--- src/rtl/rom_access_arbiter_pkg.sv ---
// rom_access_arbiter_pkg: shared defaults, FSM encoding and port index constants
package rom_access_arbiter_pkg;
   localparam int ADDR_WIDTH_DEF = 16;
   localparam int DATA_WIDTH_DEF = 8;
   localparam int CNT_WIDTH = 3;
   typedef enum logic {S_IDLE = 1'b0, S_WAIT = 1'b1} state_t;
   localparam logic PORT_A = 1'b0;
   localparam logic PORT_B = 1'b1;
endpackage

--- src/rtl/rom_access_arbiter_if.sv ---
// rom_access_arbiter_if: requester A/B handshakes plus the shared ROM port.
//   slave  = arbiter side (takes requests and ROM data, drives grants, read data, ROM address, busy)
//   master = requester/ROM side
interface rom_access_arbiter_if #(
   parameter int ADDR_WIDTH = rom_access_arbiter_pkg::ADDR_WIDTH_DEF,
   parameter int DATA_WIDTH = rom_access_arbiter_pkg::DATA_WIDTH_DEF
);
   logic                  in_req_a;
   logic [ADDR_WIDTH-1:0] in_addr_a;
   logic                  out_gnt_a;
   logic [DATA_WIDTH-1:0] out_rdata_a;
   logic                  out_rvalid_a;
   logic                  in_req_b;
   logic [ADDR_WIDTH-1:0] in_addr_b;
   logic                  out_gnt_b;
   logic [DATA_WIDTH-1:0] out_rdata_b;
   logic                  out_rvalid_b;
   logic [ADDR_WIDTH-1:0] out_rom_addr;
   logic [DATA_WIDTH-1:0] in_rom_data;
   logic                  out_busy;
   modport slave (
      input  in_req_a, in_addr_a, in_req_b, in_addr_b, in_rom_data,
      output out_gnt_a, out_rdata_a, out_rvalid_a, out_gnt_b, out_rdata_b, out_rvalid_b,
             out_rom_addr, out_busy
   );
   modport master (
      output in_req_a, in_addr_a, in_req_b, in_addr_b, in_rom_data,
      input  out_gnt_a, out_rdata_a, out_rvalid_a, out_gnt_b, out_rdata_b, out_rvalid_b,
             out_rom_addr, out_busy
   );
endinterface

--- src/rtl/rom_access_arbiter_rr_arbiter_2.sv ---
// rr_arbiter_2: two-way round-robin pick.
//   req_a_i/req_b_i = requests, last_i = port granted last, win_o = winner index, any_o = any request
module rr_arbiter_2 import rom_access_arbiter_pkg::*; (
   input  logic req_a_i,
   input  logic req_b_i,
   input  logic last_i,
   output logic win_o,
   output logic any_o
);
   assign any_o = req_a_i | req_b_i;
   // on a tie the port not granted last wins
   assign win_o = (req_a_i & req_b_i) ? ~last_i : (req_b_i ? PORT_B : PORT_A);
endmodule

--- src/rtl/rom_access_arbiter.sv ---
// rom_access_arbiter: shares one fixed-latency ROM between two requesters.
//   in_clk/in_rst = clock and async active-high reset
//   bus (slave)   = per-port req/addr in, gnt/rdata/rvalid out; out_rom_addr/in_rom_data to the ROM; out_busy
module rom_access_arbiter import rom_access_arbiter_pkg::*; #(
   parameter int ADDR_WIDTH   = ADDR_WIDTH_DEF,
   parameter int DATA_WIDTH   = DATA_WIDTH_DEF,
   parameter int READ_LATENCY = 1
) (
   input  logic                 in_clk,
   input  logic                 in_rst,
   rom_access_arbiter_if.slave  bus
);
   state_t                state_q;
   logic [CNT_WIDTH-1:0]  cnt_q;
   logic                  last_q, sel_q, win, any_req;
   logic                  gnt_a_q, gnt_b_q, rvalid_a_q, rvalid_b_q;
   logic [ADDR_WIDTH-1:0] rom_addr_q, rom_addr_d;
   logic [DATA_WIDTH-1:0] rdata_a_q, rdata_b_q;

   rr_arbiter_2 u_rr (
      .req_a_i (bus.in_req_a),
      .req_b_i (bus.in_req_b),
      .last_i  (last_q),
      .win_o   (win),
      .any_o   (any_req)
   );

   assign rom_addr_d = (win == PORT_B) ? bus.in_addr_b : bus.in_addr_a;

   // counter runs READ_LATENCY..0 across WAIT; ROM data is captured on the edge leaving count 0
   always_ff @(posedge in_clk or posedge in_rst) begin
      if (in_rst) begin
         state_q    <= S_IDLE;
         cnt_q      <= '0;
         last_q     <= PORT_B;
         sel_q      <= PORT_A;
         rom_addr_q <= '0;
         rdata_a_q  <= '0;
         rdata_b_q  <= '0;
         gnt_a_q    <= 1'b0;
         gnt_b_q    <= 1'b0;
         rvalid_a_q <= 1'b0;
         rvalid_b_q <= 1'b0;
      end else begin
         gnt_a_q    <= 1'b0;
         gnt_b_q    <= 1'b0;
         rvalid_a_q <= 1'b0;
         rvalid_b_q <= 1'b0;
         if (state_q == S_IDLE) begin
            if (any_req) begin
               state_q    <= S_WAIT;
               cnt_q      <= CNT_WIDTH'(READ_LATENCY);
               rom_addr_q <= rom_addr_d;
               sel_q      <= win;
               last_q     <= win;
               gnt_a_q    <= (win == PORT_A);
               gnt_b_q    <= (win == PORT_B);
            end
         end else if (cnt_q != '0) begin
            cnt_q <= cnt_q - CNT_WIDTH'(1);
         end else begin
            state_q <= S_IDLE;
            if (sel_q == PORT_A) begin
               rdata_a_q  <= bus.in_rom_data;
               rvalid_a_q <= 1'b1;
            end else begin
               rdata_b_q  <= bus.in_rom_data;
               rvalid_b_q <= 1'b1;
            end
         end
      end
   end

   assign bus.out_gnt_a    = gnt_a_q;
   assign bus.out_gnt_b    = gnt_b_q;
   assign bus.out_rvalid_a = rvalid_a_q;
   assign bus.out_rvalid_b = rvalid_b_q;
   assign bus.out_rdata_a  = rdata_a_q;
   assign bus.out_rdata_b  = rdata_b_q;
   assign bus.out_rom_addr = rom_addr_q;
   assign bus.out_busy     = (state_q == S_WAIT);
endmodule

--- src/flat_wrapper.sv ---
// flat-port wrapper written by rule: the top's interface ports become plain ports
module rom_access_arbiter_flat import rom_access_arbiter_pkg::*;
#(
   parameter int ADDR_WIDTH   = ADDR_WIDTH_DEF,
   parameter int DATA_WIDTH   = DATA_WIDTH_DEF,
   parameter int READ_LATENCY = 1
)
  (in_clk, in_rst, bus_in_req_a, bus_in_addr_a, bus_in_req_b, bus_in_addr_b, bus_in_rom_data, bus_out_gnt_a, bus_out_rdata_a, bus_out_rvalid_a, bus_out_gnt_b, bus_out_rdata_b, bus_out_rvalid_b, bus_out_rom_addr, bus_out_busy);
  rom_access_arbiter_if #(.ADDR_WIDTH(ADDR_WIDTH), .DATA_WIDTH(DATA_WIDTH)) bus_i ();
  input  logic in_clk;
  input  logic in_rst;
  input wire logic [$bits(bus_i.in_req_a)-1:0] bus_in_req_a;
  input wire logic [$bits(bus_i.in_addr_a)-1:0] bus_in_addr_a;
  input wire logic [$bits(bus_i.in_req_b)-1:0] bus_in_req_b;
  input wire logic [$bits(bus_i.in_addr_b)-1:0] bus_in_addr_b;
  input wire logic [$bits(bus_i.in_rom_data)-1:0] bus_in_rom_data;
  output wire logic [$bits(bus_i.out_gnt_a)-1:0] bus_out_gnt_a;
  output wire logic [$bits(bus_i.out_rdata_a)-1:0] bus_out_rdata_a;
  output wire logic [$bits(bus_i.out_rvalid_a)-1:0] bus_out_rvalid_a;
  output wire logic [$bits(bus_i.out_gnt_b)-1:0] bus_out_gnt_b;
  output wire logic [$bits(bus_i.out_rdata_b)-1:0] bus_out_rdata_b;
  output wire logic [$bits(bus_i.out_rvalid_b)-1:0] bus_out_rvalid_b;
  output wire logic [$bits(bus_i.out_rom_addr)-1:0] bus_out_rom_addr;
  output wire logic [$bits(bus_i.out_busy)-1:0] bus_out_busy;
  assign bus_i.in_req_a = bus_in_req_a;
  assign bus_i.in_addr_a = bus_in_addr_a;
  assign bus_i.in_req_b = bus_in_req_b;
  assign bus_i.in_addr_b = bus_in_addr_b;
  assign bus_i.in_rom_data = bus_in_rom_data;
  assign bus_out_gnt_a = bus_i.out_gnt_a;
  assign bus_out_rdata_a = bus_i.out_rdata_a;
  assign bus_out_rvalid_a = bus_i.out_rvalid_a;
  assign bus_out_gnt_b = bus_i.out_gnt_b;
  assign bus_out_rdata_b = bus_i.out_rdata_b;
  assign bus_out_rvalid_b = bus_i.out_rvalid_b;
  assign bus_out_rom_addr = bus_i.out_rom_addr;
  assign bus_out_busy = bus_i.out_busy;
  rom_access_arbiter #(.ADDR_WIDTH(ADDR_WIDTH), .DATA_WIDTH(DATA_WIDTH), .READ_LATENCY(READ_LATENCY)) u_core (.in_clk(in_clk), .in_rst(in_rst), .bus(bus_i));
endmodule
--- config.mk ---
export PLATFORM = sky130hd
export DESIGN_NAME = rom_access_arbiter_flat
export DESIGN_NICKNAME = d
export VERILOG_FILES = /design/src/rtl/rom_access_arbiter_pkg.sv /design/src/rtl/rom_access_arbiter_if.sv /design/src/rtl/rom_access_arbiter_rr_arbiter_2.sv /design/src/rtl/rom_access_arbiter.sv /design/src/flat_wrapper.sv
export SDC_FILE = /design/constraint.sdc
export NUM_CORES = 1
export LEC_CHECK = 0
export BUFFER_PORTS_ARGS = -buffer_cell sky130_fd_sc_hd__buf_2
export CORE_ASPECT_RATIO = 0.5
export CORE_UTILIZATION = 40
export CTS_BUF_LIST = sky130_fd_sc_hd__clkbuf_8 sky130_fd_sc_hd__clkbuf_16
export DETAILED_ROUTE_END_ITERATION = 16
export PLACE_DENSITY = 0.7
export SLEW_MARGIN = 20
export SYNTH_ARGS = -nofsm -noshare
export SYNTH_HDL_FRONTEND = slang
export SYNTH_SLANG_ARGS = --single-unit
--- constraint.sdc ---
create_clock -name in_clk -period 2.75 [get_ports in_clk]
set_input_delay 0.1375 -clock in_clk [delete_from_list [all_inputs] [get_ports in_clk]]
set_output_delay 0.1375 -clock in_clk [all_outputs]
set_load 0.05 [all_outputs]
== Word level (Yosys, flattened, before mapping) ==
Index checks and enable logic that the tools add are counted.
Word-level totals
  flip-flop bits (word level): 42
  output and inout bits: 37
  word-level logic and storage cells: 45
Cells by class
  reductions and logical operators: 6
  bitwise gates (word level): 7
  $add $sub $neg: 1
  multiplexer cells: 19
  equality and inequality tests: 1
Operator list (number)
  16-bit two-way mux: 1
  1-bit two-way mux: 15
  3-bit two-way mux: 3
  3-bit AND reduction: 2
  1-bit inverter: 5
  2-bit AND reduction: 2
  3-bit nonzero test: 1
  3-bit by 1-bit subtractor with 3-bit output, second input constant: 1
  2-bit != test, second input constant: 1
  2-bit nonzero test: 1
  1-bit AND: 1
  1-bit OR: 1

== Longest topological paths before layout ==
  word-level depth: 5
  gate-level depth with buffers: 6
  depth with buffers taken out: 6

== Modules after synthesis ==
From an unflattened synthesis, not the netlist that was laid out.
Second synthesis, totals
  cell total of the unflattened synthesis: 141
  area total of the unflattened synthesis: 1824.2 um2
By module, submodules not included
  rom_access_arbiter: instances 1, cells each 139, area each 1810.5 um2
  rr_arbiter_2: instances 1, cells each 2, area each 13.8 um2

== Worst setup path before layout ==
OpenSTA, ideal clock, no wires.
  kind: flip-flop to flip-flop
  start point: register u_core.state_q (netlist: u_core.bus.out_busy)
  end point: register u_core.rom_addr_q[2] (netlist: u_core.bus.out_rom_addr[2])
  clock period less this slack: 1475 ps
  cell stages (with the launch flop): 7
  data required time: 2628 ps
  arrival time: 1354 ps
  path slack: 1275 ps
  buffers on the path: 3
  path through: dfrtp_1 -> buf_6 -> o21ba_1 -> clkbuf_2 -> buf_6 -> nor2_1 -> a21oi_2
On the way
  longest elaborated chain between the ends: 2
Ends and longest elaborated chain
  start, declared: line rom_access_arbiter.sv:13  | state_t state_q;
  start signal, assigned: line rom_access_arbiter.sv:33  | state_q <= S_IDLE;
  start signal, assigned: line rom_access_arbiter.sv:51  | state_q <= S_WAIT;
  start signal, assigned: line rom_access_arbiter.sv:62  | state_q <= S_IDLE;
  1-bit inverter (no line)
  2-bit AND reduction (no line)
  end signal, assigned: line rom_access_arbiter.sv:53  | rom_addr_q <= rom_addr_d;
  end, declared: line rom_access_arbiter.sv:17  | logic [ADDR_WIDTH-1:0] rom_addr_q, rom_addr_d;
Every way passes these cells.
A chain may end at the register's enable or synchronous reset.

== Worst setup path after layout ==
  start point: register u_core.cnt_q[0]
  end point: register u_core.rdata_a_q[0] (netlist: u_core.bus.out_rdata_a[0])
On the way
  longest elaborated chain between the ends: 3
Ends and longest elaborated chain
  start, declared: line rom_access_arbiter.sv:14  | logic [CNT_WIDTH-1:0] cnt_q;
  start signal, assigned: line rom_access_arbiter.sv:52  | cnt_q <= CNT_WIDTH'(READ_LATENCY);
  start signal, assigned: line rom_access_arbiter.sv:60  | cnt_q <= cnt_q - CNT_WIDTH'(1);
  3-bit nonzero test: line rom_access_arbiter.sv:59  | end else if (cnt_q != '0) begin
  1-bit inverter (no line)
  3-bit AND reduction (no line)
  end signal, assigned: line rom_access_arbiter.sv:64  | rdata_a_q <= bus.in_rom_data;
  end, declared: line rom_access_arbiter.sv:18  | logic [DATA_WIDTH-1:0] rdata_a_q, rdata_b_q;
Every way passes these cells.

==> results.sh <==
export IMPL_status="complete, no violations"
export IMPL_postRouteAntennaNets=0
export IMPL_ctsRootBufferMaster="sky130_fd_sc_hd__clkbuf_8"
export IMPL_grt_setup_unrepaired="no"
export IMPL_cell_accounting_for_the_most_synthesized_area="sky130_fd_sc_hd__dfrtp_1"
export IMPL_grt_pass1_vias=1439
export IMPL_end_kind="flip-flop"
export IMPL_antenna_found_initial=0
export IMPL_antenna_cells=0
export IMPL_fill_cells=361
export IMPL_multi_input_comb_area_sq_um=629
export IMPL_ys_dominant_reg_cell="sky130_fd_sc_hd__dfrtp_1"
export IMPL_critical_path_class="flip-flop to flip-flop"
export IMPL_setup_tns_ns=0
export IMPL_detailedPlacementHpwl_um=2700
export IMPL_nNetsFinal=286
export IMPL_seq_area_frac_synth=0.595
export IMPL_finalWeightedCongestion=0.737
export IMPL_clock_tree_htree_level_count=2
export IMPL_top_level_ports=81
export IMPL_postSynthRegisterBits=42
export IMPL_ratio_of_cells_with_drive_above_1_in_the_final_layout=0.469
export IMPL_worst_margin_pin_slew_ns=0.619
export IMPL_synthesis_nets=204
export IMPL_final_core_utilization=0.564
export IMPL_chipHeight_um=49.0
export IMPL_fin_skew_ns=0.00627
export IMPL_startpoint_type="flip-flop"
export IMPL_leakage_nw=1.19
export IMPL_core_area_sq_um=4060
export IMPL_route_detailed_vias_per_inst=4.84
export IMPL_async_flop_share=1.00
export IMPL_placement_rows=16
export IMPL_detail_route_wl_per_cell_um=12.7
export IMPL_total_grt_overflow=0
export IMPL_finalWorstPathRequiredPeriod_ns=1.53
export IMPL_mappedNetlistArea_sq_um=1770
export IMPL_cellPowerDensity_nw_per_um2=1460
export IMPL_drt_first_iter_violations=52
export IMPL_cts_setup_buffers=0
export IMPL_worst_slew_margin_rel=0.587
export IMPL_clk_pin_slew_worst_paths_ns=0.08
export IMPL_fmaxAchievable_mhz=655
export IMPL_insertion_delay_ns=0.29
export IMPL_critPathRequiredTime_ns=2.92
export IMPL_power_frac_comb=0.559
export IMPL_cell_types_with_the_largest_area_share_after_synthesis="sky130_fd_sc_hd__dfrtp_1, sky130_fd_sc_hd__mux2_2, sky130_fd_sc_hd__a21oi_1, sky130_fd_sc_hd__nand2_1, sky130_fd_sc_hd__nor2_1"
export IMPL_io_buffers=80
export IMPL_final_number_of_max_transition_violations=0
export IMPL_cts_buffer_depth=2
export IMPL_power_switching_fraction=0.517
export IMPL_die_area_sq_um=4710
export IMPL_cts_repair_resize_count=0
export IMPL_grt_pass1_wl_um=6360
export IMPL_remaining_drc_errors=0
export IMPL_hold_viol=0
export IMPL_regArea_sq_um=1050
export IMPL_grt_max_degree=32
export IMPL_routed_wirelength_um=3740
export IMPL_drv_max_cap_violation_count=0
export IMPL_syn_inst=158
export IMPL_synth_warning_count=0
export IMPL_switchingPower_mw=1.73
export IMPL_crit_fanout=9
export IMPL_power_share_sequential=0.323
export IMPL_via_count=1429
export IMPL_vdd_drop_max_mv=0.804
export IMPL_power_internal_mw=1.62
export IMPL_synth_edf_count=0
export IMPL_tightest_hold_check_type="input port to flip-flop"
export IMPL_ys_types=25
export IMPL_pwr_share_clk=0.119
export IMPL_layout_worst_path_cycle_share=0.555
export IMPL_synth_area_per_cell_sq_um=11.2
export IMPL_cts_buffers_inserted=5
export IMPL_tritoncts="built"
export IMPL_setup_violations=0
export IMPL_detail_route_first_pass_iterations=3
export IMPL_syn2layout_area_growth_pct=29.7
export IMPL_synthDominantCellAreaShare=0.580
export IMPL_grt_usage=0.177
export IMPL_dpl_worst_slack_ns=1.23
export IMPL_tritoncts_num_sinks=42
export IMPL_initial_utilization=0.435
export IMPL_timing_critical_path_arrival_ns=1.70
export IMPL_die_width_um=96.0
export IMPL_setup_ws_ns=1.22
synthesized netlist by cell type (2+ instances only):
cell / count
sky130_fd_sc_hd__buf_2: 2
sky130_fd_sc_hd__dfrtp_1: 41
sky130_fd_sc_hd__inv_1: 7
sky130_fd_sc_hd__a21oi_1: 31
sky130_fd_sc_hd__nand3_1: 2
sky130_fd_sc_hd__buf_4: 3
sky130_fd_sc_hd__mux2_2: 16
sky130_fd_sc_hd__ha_1: 2
sky130_fd_sc_hd__o21ai_0: 2
sky130_fd_sc_hd__a21oi_2: 2
sky130_fd_sc_hd__buf_6: 2
sky130_fd_sc_hd__nor2_1: 18
sky130_fd_sc_hd__nand2_1: 18
cell type report:
| class | instances | area share |
|---|---|---|
| flip-flops and latches | 42 | 0.459 |
| multi-input cells | 101 | 0.275 |
| repair buffers | 83 | 0.186 |
| clock buffers | 6 | 0.0360 |
| well taps | 54 | 0.0295 |
| inverters | 7 | 0.0115 |
| clock inverters | 2 | 0.00382 |
cell usage in the layout, fill, tap and decap left out, types with 2 or more instances in the layout:
| cell type | instances |
|---|---|
| sky130_fd_sc_hd__clkbuf_8 | 6 |
| sky130_fd_sc_hd__o21ai_0 | 2 |
| sky130_fd_sc_hd__a21oi_1 | 31 |
| sky130_fd_sc_hd__ha_1 | 2 |
| sky130_fd_sc_hd__nand3_1 | 2 |
| sky130_fd_sc_hd__mux2_2 | 16 |
| sky130_fd_sc_hd__dfrtp_1 | 41 |
| sky130_fd_sc_hd__buf_2 | 80 |
| sky130_fd_sc_hd__nand2_1 | 18 |
| sky130_fd_sc_hd__inv_1 | 7 |
| sky130_fd_sc_hd__a21oi_2 | 2 |
| sky130_fd_sc_hd__buf_4 | 2 |
| sky130_fd_sc_hd__nor2_1 | 18 |
registers in the layout (all words and copies together) (netlist names):
| signal | flops |
|---|---|
| u_core.last_q | 1 |
| u_core.bus.out_busy | 1 |
| u_core.bus.out_gnt_b | 1 |
| u_core.bus.out_rdata_a | 8 |
| u_core.bus.out_gnt_a | 1 |
| u_core.bus.out_rom_addr | 16 |
| u_core.bus.out_rdata_b | 8 |
| u_core.cnt_q | 3 |
| u_core.bus.out_rvalid_b | 1 |
| u_core.bus.out_rvalid_a | 1 |
| u_core.sel_q | 1 |
critical path, cell delays in order, from the launching register on:
cell and delay [ns]:
sky130_fd_sc_hd__dfrtp_1 0.32, sky130_fd_sc_hd__inv_1 0.06, sky130_fd_sc_hd__ha_1 0.20, sky130_fd_sc_hd__ha_1 0.22, sky130_fd_sc_hd__nand3b_2 0.23, sky130_fd_sc_hd__mux2_2 0.38
timing repair:
action,CTS,global route
endpoints found under the setup margin,0,0
endpoints found under the hold margin,0,29
hold buffers,0,1
final timing paths:
kind	end	slack [ns]	from	depth (start not counted)
worst max-delay path	u_core.bus.out_rdata_a[0]$_DFFE_PP0P_	1.22	u_core.cnt_q[0]$_DFFE_PP0P_	5
worst min-delay path	u_core.bus.out_rom_addr[14]$_DFFE_PP0P_	0.07	bus_in_addr_a[14]	3
worst max register to register	u_core.bus.out_rdata_a[0]$_DFFE_PP0P_	1.22	u_core.cnt_q[0]$_DFFE_PP0P_	5
worst min register to register	u_core.bus.out_rdata_a[1]$_DFFE_PP0P_	0.50	u_core.bus.out_rdata_a[1]$_DFFE_PP0P_	1
max in group asynchronous	u_core.bus.out_rom_addr[15]$_DFFE_PP0P_	1.67	in_rst	4
min in group asynchronous	u_core.cnt_q[2]$_DFFE_PP0P_	0.47	in_rst	3
stage by stage:
step           cells  power, mW  area (sq um)  hold WS, ns
2_1_floorplan    158       2.57          1770        0.211
5_1_grt          295       3.56          2290       0.0626
4_1_cts          294       3.38          2280      0.00568
3_3_place_gp     286       2.92          2190        0.309
6_report         295       3.34          2290       0.0727
3_5_place_dp     286       2.97          2190        0.323
metal layers:
layer | vias up | routed length [um] | track usage
met5 | - | 0 | 0
met4 | 0 | 17 | 0.0522
met3 | 2 | 163 | 0.0483
met2 | 32 | 1960 | 0.323
met1 | 699 | 1600 | 0.201
li1 | 696 | - | -
power by group through the flow:
stage	Sequential [mW]	Combinational, mW	Clock [mW]
after floorplan	1.99	0.575	0
after global placement	1.08	1.84	0
after detailed placement	1.09	1.88	0
after CTS	1.08	1.88	0.414
after global routing	1.12	2.00	0.443
final	1.08	1.87	0.397
cell families (layout without fill, tap and decap cells):
kind of cell,Yosys count,count (layout),share of synthesized area
DFF,42,42,0.595
AOI/OAI and AO/OA,41,41,0.137
and+or+nand+nor,41,41,0.0977
muxes,16,16,0.102
buffers and inverters,15,98,0.0488
adders and majority gates,2,2,0.0142
xor gates and xnor gates,1,1,0.00495
Power figures use the tool's default switching activity.
